==> src/rtl/adc_conv_sched.sv <==
// Conversion scheduler for the shared SOL/BB ADC: holds requests, arbitrates fairly,
// issues one conversion at a time, routes results and enforces a chip-select quiet gap.
module adc_conv_sched #(
    parameter int unsigned GAP_CYCLES = 40,
    parameter int unsigned TIMEOUT    = 1023
) (
    input  logic        tx_clk,
    input  logic        tx_rst_n,
    input  logic        enable,
    input  logic        sol_req,
    input  logic        bb_req,
    input  logic        clr_err,
    input  logic [11:0] adc_data,
    input  logic        adc_data_val,
    output logic        adc_convert,
    output logic        convert_slow,
    output logic [11:0] sol_data,
    output logic        sol_val,
    output logic [11:0] bb_data,
    output logic        bb_val,
    output logic        busy,
    output logic        sol_ovr,
    output logic        bb_ovr,
    output logic        timeout_err
);

    localparam int unsigned CNT_W = 10;

    typedef enum logic [2:0] {
        IDLE  = 3'd0,
        START = 3'd1,
        WAIT  = 3'd2,
        GAP   = 3'd3
    } state_t;

    state_t            state;
    state_t            state_nxt;
    logic [CNT_W-1:0]  cnt;
    logic              sol_pend;
    logic              bb_pend;
    logic              last_bb;
    logic              grant_bb;

    logic grant_bb_c;
    logic timeout_hit_c;
    logic gap_done_c;
    logic sol_set_c;
    logic bb_set_c;
    logic sol_clr_c;
    logic bb_clr_c;
    logic tmo_evt_c;

    // Fair arbitration: a tie goes to the channel not served last
    assign grant_bb_c    = bb_pend & (~sol_pend | ~last_bb);
    assign timeout_hit_c = (cnt == CNT_W'(TIMEOUT - 1));
    assign gap_done_c    = (cnt == CNT_W'(GAP_CYCLES - 1));
    assign sol_set_c     = sol_req & enable;
    assign bb_set_c      = bb_req & enable;
    assign sol_clr_c     = (state == START) & ~grant_bb;
    assign bb_clr_c      = (state == START) & grant_bb;
    assign tmo_evt_c     = (state == WAIT) & ~adc_data_val & timeout_hit_c;

    always_ff @(posedge tx_clk or negedge tx_rst_n) begin
        if (!tx_rst_n) state <= IDLE;
        else           state <= state_nxt;
    end

    always_comb begin
        state_nxt = state;
        case (state)
            IDLE:    if (sol_pend || bb_pend) state_nxt = START;
            START:   state_nxt = WAIT;
            WAIT:    if (adc_data_val || timeout_hit_c) state_nxt = GAP;
            GAP:     if (gap_done_c) state_nxt = IDLE;
            default: state_nxt = IDLE;
        endcase
    end

    // Shared counter: WAIT timeout, then GAP length
    always_ff @(posedge tx_clk or negedge tx_rst_n) begin
        if (!tx_rst_n) begin
            cnt <= '0;
        end else begin
            case (state)
                WAIT:    cnt <= (state_nxt == GAP) ? '0 : cnt + CNT_W'(1);
                GAP:     cnt <= cnt + CNT_W'(1);
                default: cnt <= '0;
            endcase
        end
    end

    // A request coinciding with its own grant clear re-arms the flag
    always_ff @(posedge tx_clk or negedge tx_rst_n) begin
        if (!tx_rst_n) begin
            sol_pend <= 1'b0;
            bb_pend  <= 1'b0;
            sol_ovr  <= 1'b0;
            bb_ovr   <= 1'b0;
        end else begin
            sol_pend <= sol_set_c | (sol_pend & ~sol_clr_c);
            bb_pend  <= bb_set_c | (bb_pend & ~bb_clr_c);
            if (sol_set_c && sol_pend && !sol_clr_c) sol_ovr <= 1'b1;
            else if (clr_err)                        sol_ovr <= 1'b0;
            if (bb_set_c && bb_pend && !bb_clr_c)    bb_ovr <= 1'b1;
            else if (clr_err)                        bb_ovr <= 1'b0;
        end
    end

    always_ff @(posedge tx_clk or negedge tx_rst_n) begin
        if (!tx_rst_n) begin
            adc_convert <= 1'b0;
            busy        <= 1'b0;
            grant_bb    <= 1'b0;
            last_bb     <= 1'b1;
            timeout_err <= 1'b0;
        end else begin
            adc_convert <= (state_nxt == START);
            busy        <= (state_nxt != IDLE);
            if (state == IDLE && state_nxt == START) begin
                grant_bb <= grant_bb_c;
                last_bb  <= grant_bb_c;
            end
            if (tmo_evt_c)    timeout_err <= 1'b1;
            else if (clr_err) timeout_err <= 1'b0;
        end
    end

    assign convert_slow = grant_bb;

    // Result routing; strobes outside WAIT are ignored
    always_ff @(posedge tx_clk or negedge tx_rst_n) begin
        if (!tx_rst_n) begin
            sol_data <= '0;
            sol_val  <= 1'b0;
            bb_data  <= '0;
            bb_val   <= 1'b0;
        end else begin
            sol_val <= 1'b0;
            bb_val  <= 1'b0;
            if (state == WAIT && adc_data_val) begin
                if (grant_bb) begin
                    bb_data <= adc_data;
                    bb_val  <= 1'b1;
                end else begin
                    sol_data <= adc_data;
                    sol_val  <= 1'b1;
                end
            end
        end
    end

endmodule

==> config.mk <==
export PLATFORM = sky130hd
export DESIGN_NAME = adc_conv_sched
export DESIGN_NICKNAME = d
export VERILOG_FILES = /design/src/rtl/adc_conv_sched.sv
export SDC_FILE = /design/constraint.sdc
export NUM_CORES = 1
export LEC_CHECK = 0
export BUFFER_PORTS_ARGS = -buffer_cell sky130_fd_sc_hd__clkbuf_2
export CAP_MARGIN = 20
export CORE_MARGIN = 8
export CORE_UTILIZATION = 44
export CTS_CLUSTER_DIAMETER = 60
export DETAILED_ROUTE_END_ITERATION = 8
export PLACE_DENSITY = 0.71
export SLEW_MARGIN = 40
export SYNTH_ARGS = -nofsm -noshare
export SYNTH_HDL_FRONTEND = slang
export SYNTH_SLANG_ARGS = --single-unit
==> constraint.sdc <==
create_clock -name tx_clk -period 2.13 [get_ports tx_clk]
set_input_delay 0 -clock tx_clk [delete_from_list [all_inputs] [get_ports tx_clk]]
set_output_delay 0 -clock tx_clk [all_outputs]
set_load 0.01 [all_outputs]
==> run metrics <==
status=finished clean; Synth Register Bits=48; nets=249; Slew @ Worst Pin=0.6563 ns; TNS Setup=0 ns; CP Data Arrival Time=1.88 ns; path depth of the worst reg2reg path=4; switching part of the total=a little under a third; leading area contributor after synthesis=dfrtp_1; Final GP Congestion=0.7872; Req. time, crit path=roughly 2.3 ns; Post-Syn Instances=153; Cell Area, Synth=2007 um2; Port Buffers=50; Sw Pwr=872.2 uW; clock skew=0.005857 ns; CTS root buffer=clkbuf_8; initial antenna violation count=0; Final Cycle Share=79.33%; I/O pins=between 50 and 60; Worst VDD drop=0.0004248 V; TritonCTS Buffers=5; most common cell after layout, fill and taps aside=clkbuf_2; crit path capture type=flip-flop; CTS max path bufs=2; DP Worst Slack=0.4730 ns; hold crit path type=input pin to async pin; global routing usage on met1=15.71%; crit path max fanout=9; logic gate share of total power=a little under a third; final hold vios=0; DR vias/cell=5.011; area growth from synthesis to layout=29.18%; vias in the first global route=approximately 1,400; leakage power=0.001253 uW; crit path capture=sol_ovr; slowest cell on the critical path=dlygate4sd3_1; Critical Path Stages=4; Synth top area share=58.60%; FF/Latch Area=1202 um2; wire per inst=15.15 um; DRT iter0 DRCs=40; CP peak stage delay=0.57 ns; FP Rows=24; DR DRC count=0; Vias=1,408; Startpoint Class=flip-flop; largest net degree at the start of global routing=30; CP Launch Point=state[0]; Reg power frac=49.2%; maximum clock frequency=~0.59 GHz; antenna viol nets, final=0; die width=83.54 um; slew margin rel.=a little under three fifths; Congestion Overflow GR=0; Initial Util=between 40% and 50%; Total GRT Usage=roughly 13%; dominant cells by area after synthesis=dfrtp_1 59%, mux2_2 7.9%, mux2_4 6.7%, xor2_1 2.6%, nor3_1 2.5%; RSZ-0062 raised after global routing=false; Syn Area/Cell=13.12 um2; Post-CTS Setup Inserts=0; final setup vio count=0; Worst R2R Start=state[0]; Int Pwr=1927 uW; clock power share=19.7%; number of fill cells=362; Reg2Reg Setup Slack=0.44 ns; ANT cells=0; Clk Latency, worst-skew pair=0.30 ns; Clock transition at path regs=0.08 ns; count of pins over their slew limit=0; PD cells=1080 nW/um2; Mapped Nets=174; final setup margin=0.4403 ns; Multi-input gate area=728.2 um2; Routed WL=4257 um; end of the worst register-to-register path=sol_ovr; library cells used by synthesis=34; Placeable Area=4384 um2; Tmin final=1.690 ns; H-tree Lvls=2; Most Crowded Layer GR=met2; Buf+Inv Stages, Crit Path=1; dpl hpwl=2930 um; max_cap viols=0; most frequent cells in the layout=50 x clkbuf_2, 47 x dfrtp_1, 20 x dlygate4sd3_1, 14 x mux2_2, 10 x nor3_1; die height=83.54 um; CTS tree=yes; first-pass GRT wire length=7300 um; 1st-pass router iterations=4; crit path kind=flip-flop to flip-flop; share of cells above drive strength 1=between 30% and 40%; full die area=6978 um2; met3 GRT Util=5.957%; Synth warnings=0; PostCTS Resize Cnt=0; sequential share of the synthesized area=59.91%; Crit path max-delay family=buffers and inverters; Sink Count=48; M2 GR Usage=roughly 20%; worst path cell trace=nand2_1, o21ai_0, o22ai_1, dlygate4sd3_1; hold-fix buffers at CTS=20
==> stage by stage <==
step | hold WS [ns] | area [um2] | util [%] | std cells | total power, uW
after floorplan | -0.2956 | 2007 | - | 153 | 1857
after global placement | -0.01022 | 2302 | 52.51 | 253 | 2215
after detailed placement | -0.01044 | 2302 | 52.51 | 253 | 2242
after CTS | 0.2188 | 2592 | 59.13 | 281 | 2830
after global routing | 0.2477 | 2592 | 59.13 | 281 | 2989
final | 0.1942 | 2592 | 59.13 | 281 | 2800
==> cell type report <==
type,count,area share [%]
sequential,48,46.38
clock buffer,8,3.475
timing repair buffer,73,18.24
inverter,9,1.303
multi-input combinational,91,28.09
tap,52,2.510
==> power by group through the flow <==
| stage | registers [uW] | logic [uW] | clock network [uW] |
|---|---|---|---|
| final | 1380 | 871 | 552 |
| after global routing | 1420 | 960 | 609 |
| after CTS | 1380 | 886 | 569 |
| after detailed placement | 1390 | 850 | 0 |
| after global placement | 1380 | 832 | 0 |
| after floorplan | 1480 | 375 | 0 |
==> worst reg2reg max path, cell delays in order (launching register included) <==
cell	delay [ns]
dfrtp_1	0.54
nand2_1	0.11
o21ai_0	0.24
o22ai_1	0.12
dlygate4sd3_1	0.57
==> cells by family (layout without fill, tap and decap cells) <==
logic type      count (synthesis)  in the layout  synth area share (%)
flops                          48             48                 59.91
simple gates                   44             44                 12.28
mux                            24             24                 15.15
fa+ha+maj                       2              2                 1.247
compound gates                 12             12                 3.927
other cells                     1              1                0.1869
xor+xnor                        8              8                 3.491
buf+inv                        14             90                 3.802
==> flip-flops by register name, summed over array words and instances, names as in the netlist <==
signal and count:
last_bb 1, bb_pend 1, bb_data 12, bb_val 1
cnt 10, busy 1, convert_slow 1, timeout_err 1
adc_convert 1, bb_ovr 1, sol_val 1, state 3
sol_ovr 1, sol_pend 1, sol_data 12
==> synth_stat cells, drive strengths merged <==
library cell and n:
o22ai 3, buf 4, nor3 10, nor4 2
xnor2 2, nand4b 1, nor2 6, dfrtp 47
or4 1, clkbuf 1, nor4b 1, dfstp 1
a31oi 1, a21boi 1, conb 1, nand2b 1
a21oi 1, nand4 2, o21ba 1, mux2 24
nand3 5, xor2 6, and4 3, nand2 9
or3 1, nor4bb 1, o21ai 5, nor2b 1
ha 2, inv 9
==> worst min path at each step <==
| stage | end | depth (start not counted) | from | slack [ns] |
|---|---|---|---|---|
| floorplan | adc_convert | 0 | tx_rst_n | -0.30 |
| global placement | sol_val | 1 | tx_rst_n | -0.01 |
| detailed placement | sol_data[8] | 1 | tx_rst_n | -0.01 |
| CTS | sol_data[10] | 2 | tx_rst_n | 0.22 |
| global route | cnt[5] | 2 | tx_rst_n | 0.25 |
| finish | sol_data[11] | 2 | tx_rst_n | 0.19 |
==> metal layers <==
layer  part of all wire, %  vias to the layer above  routed length, um
met2                    45                       39               1910
met1                    46                      683               1968
met5                     0                        -                  0
met4                   1.3                        0                 54
li1                      -                      679                  -
met3                   7.6                        7                324
(Power assumes the default switching activity.)
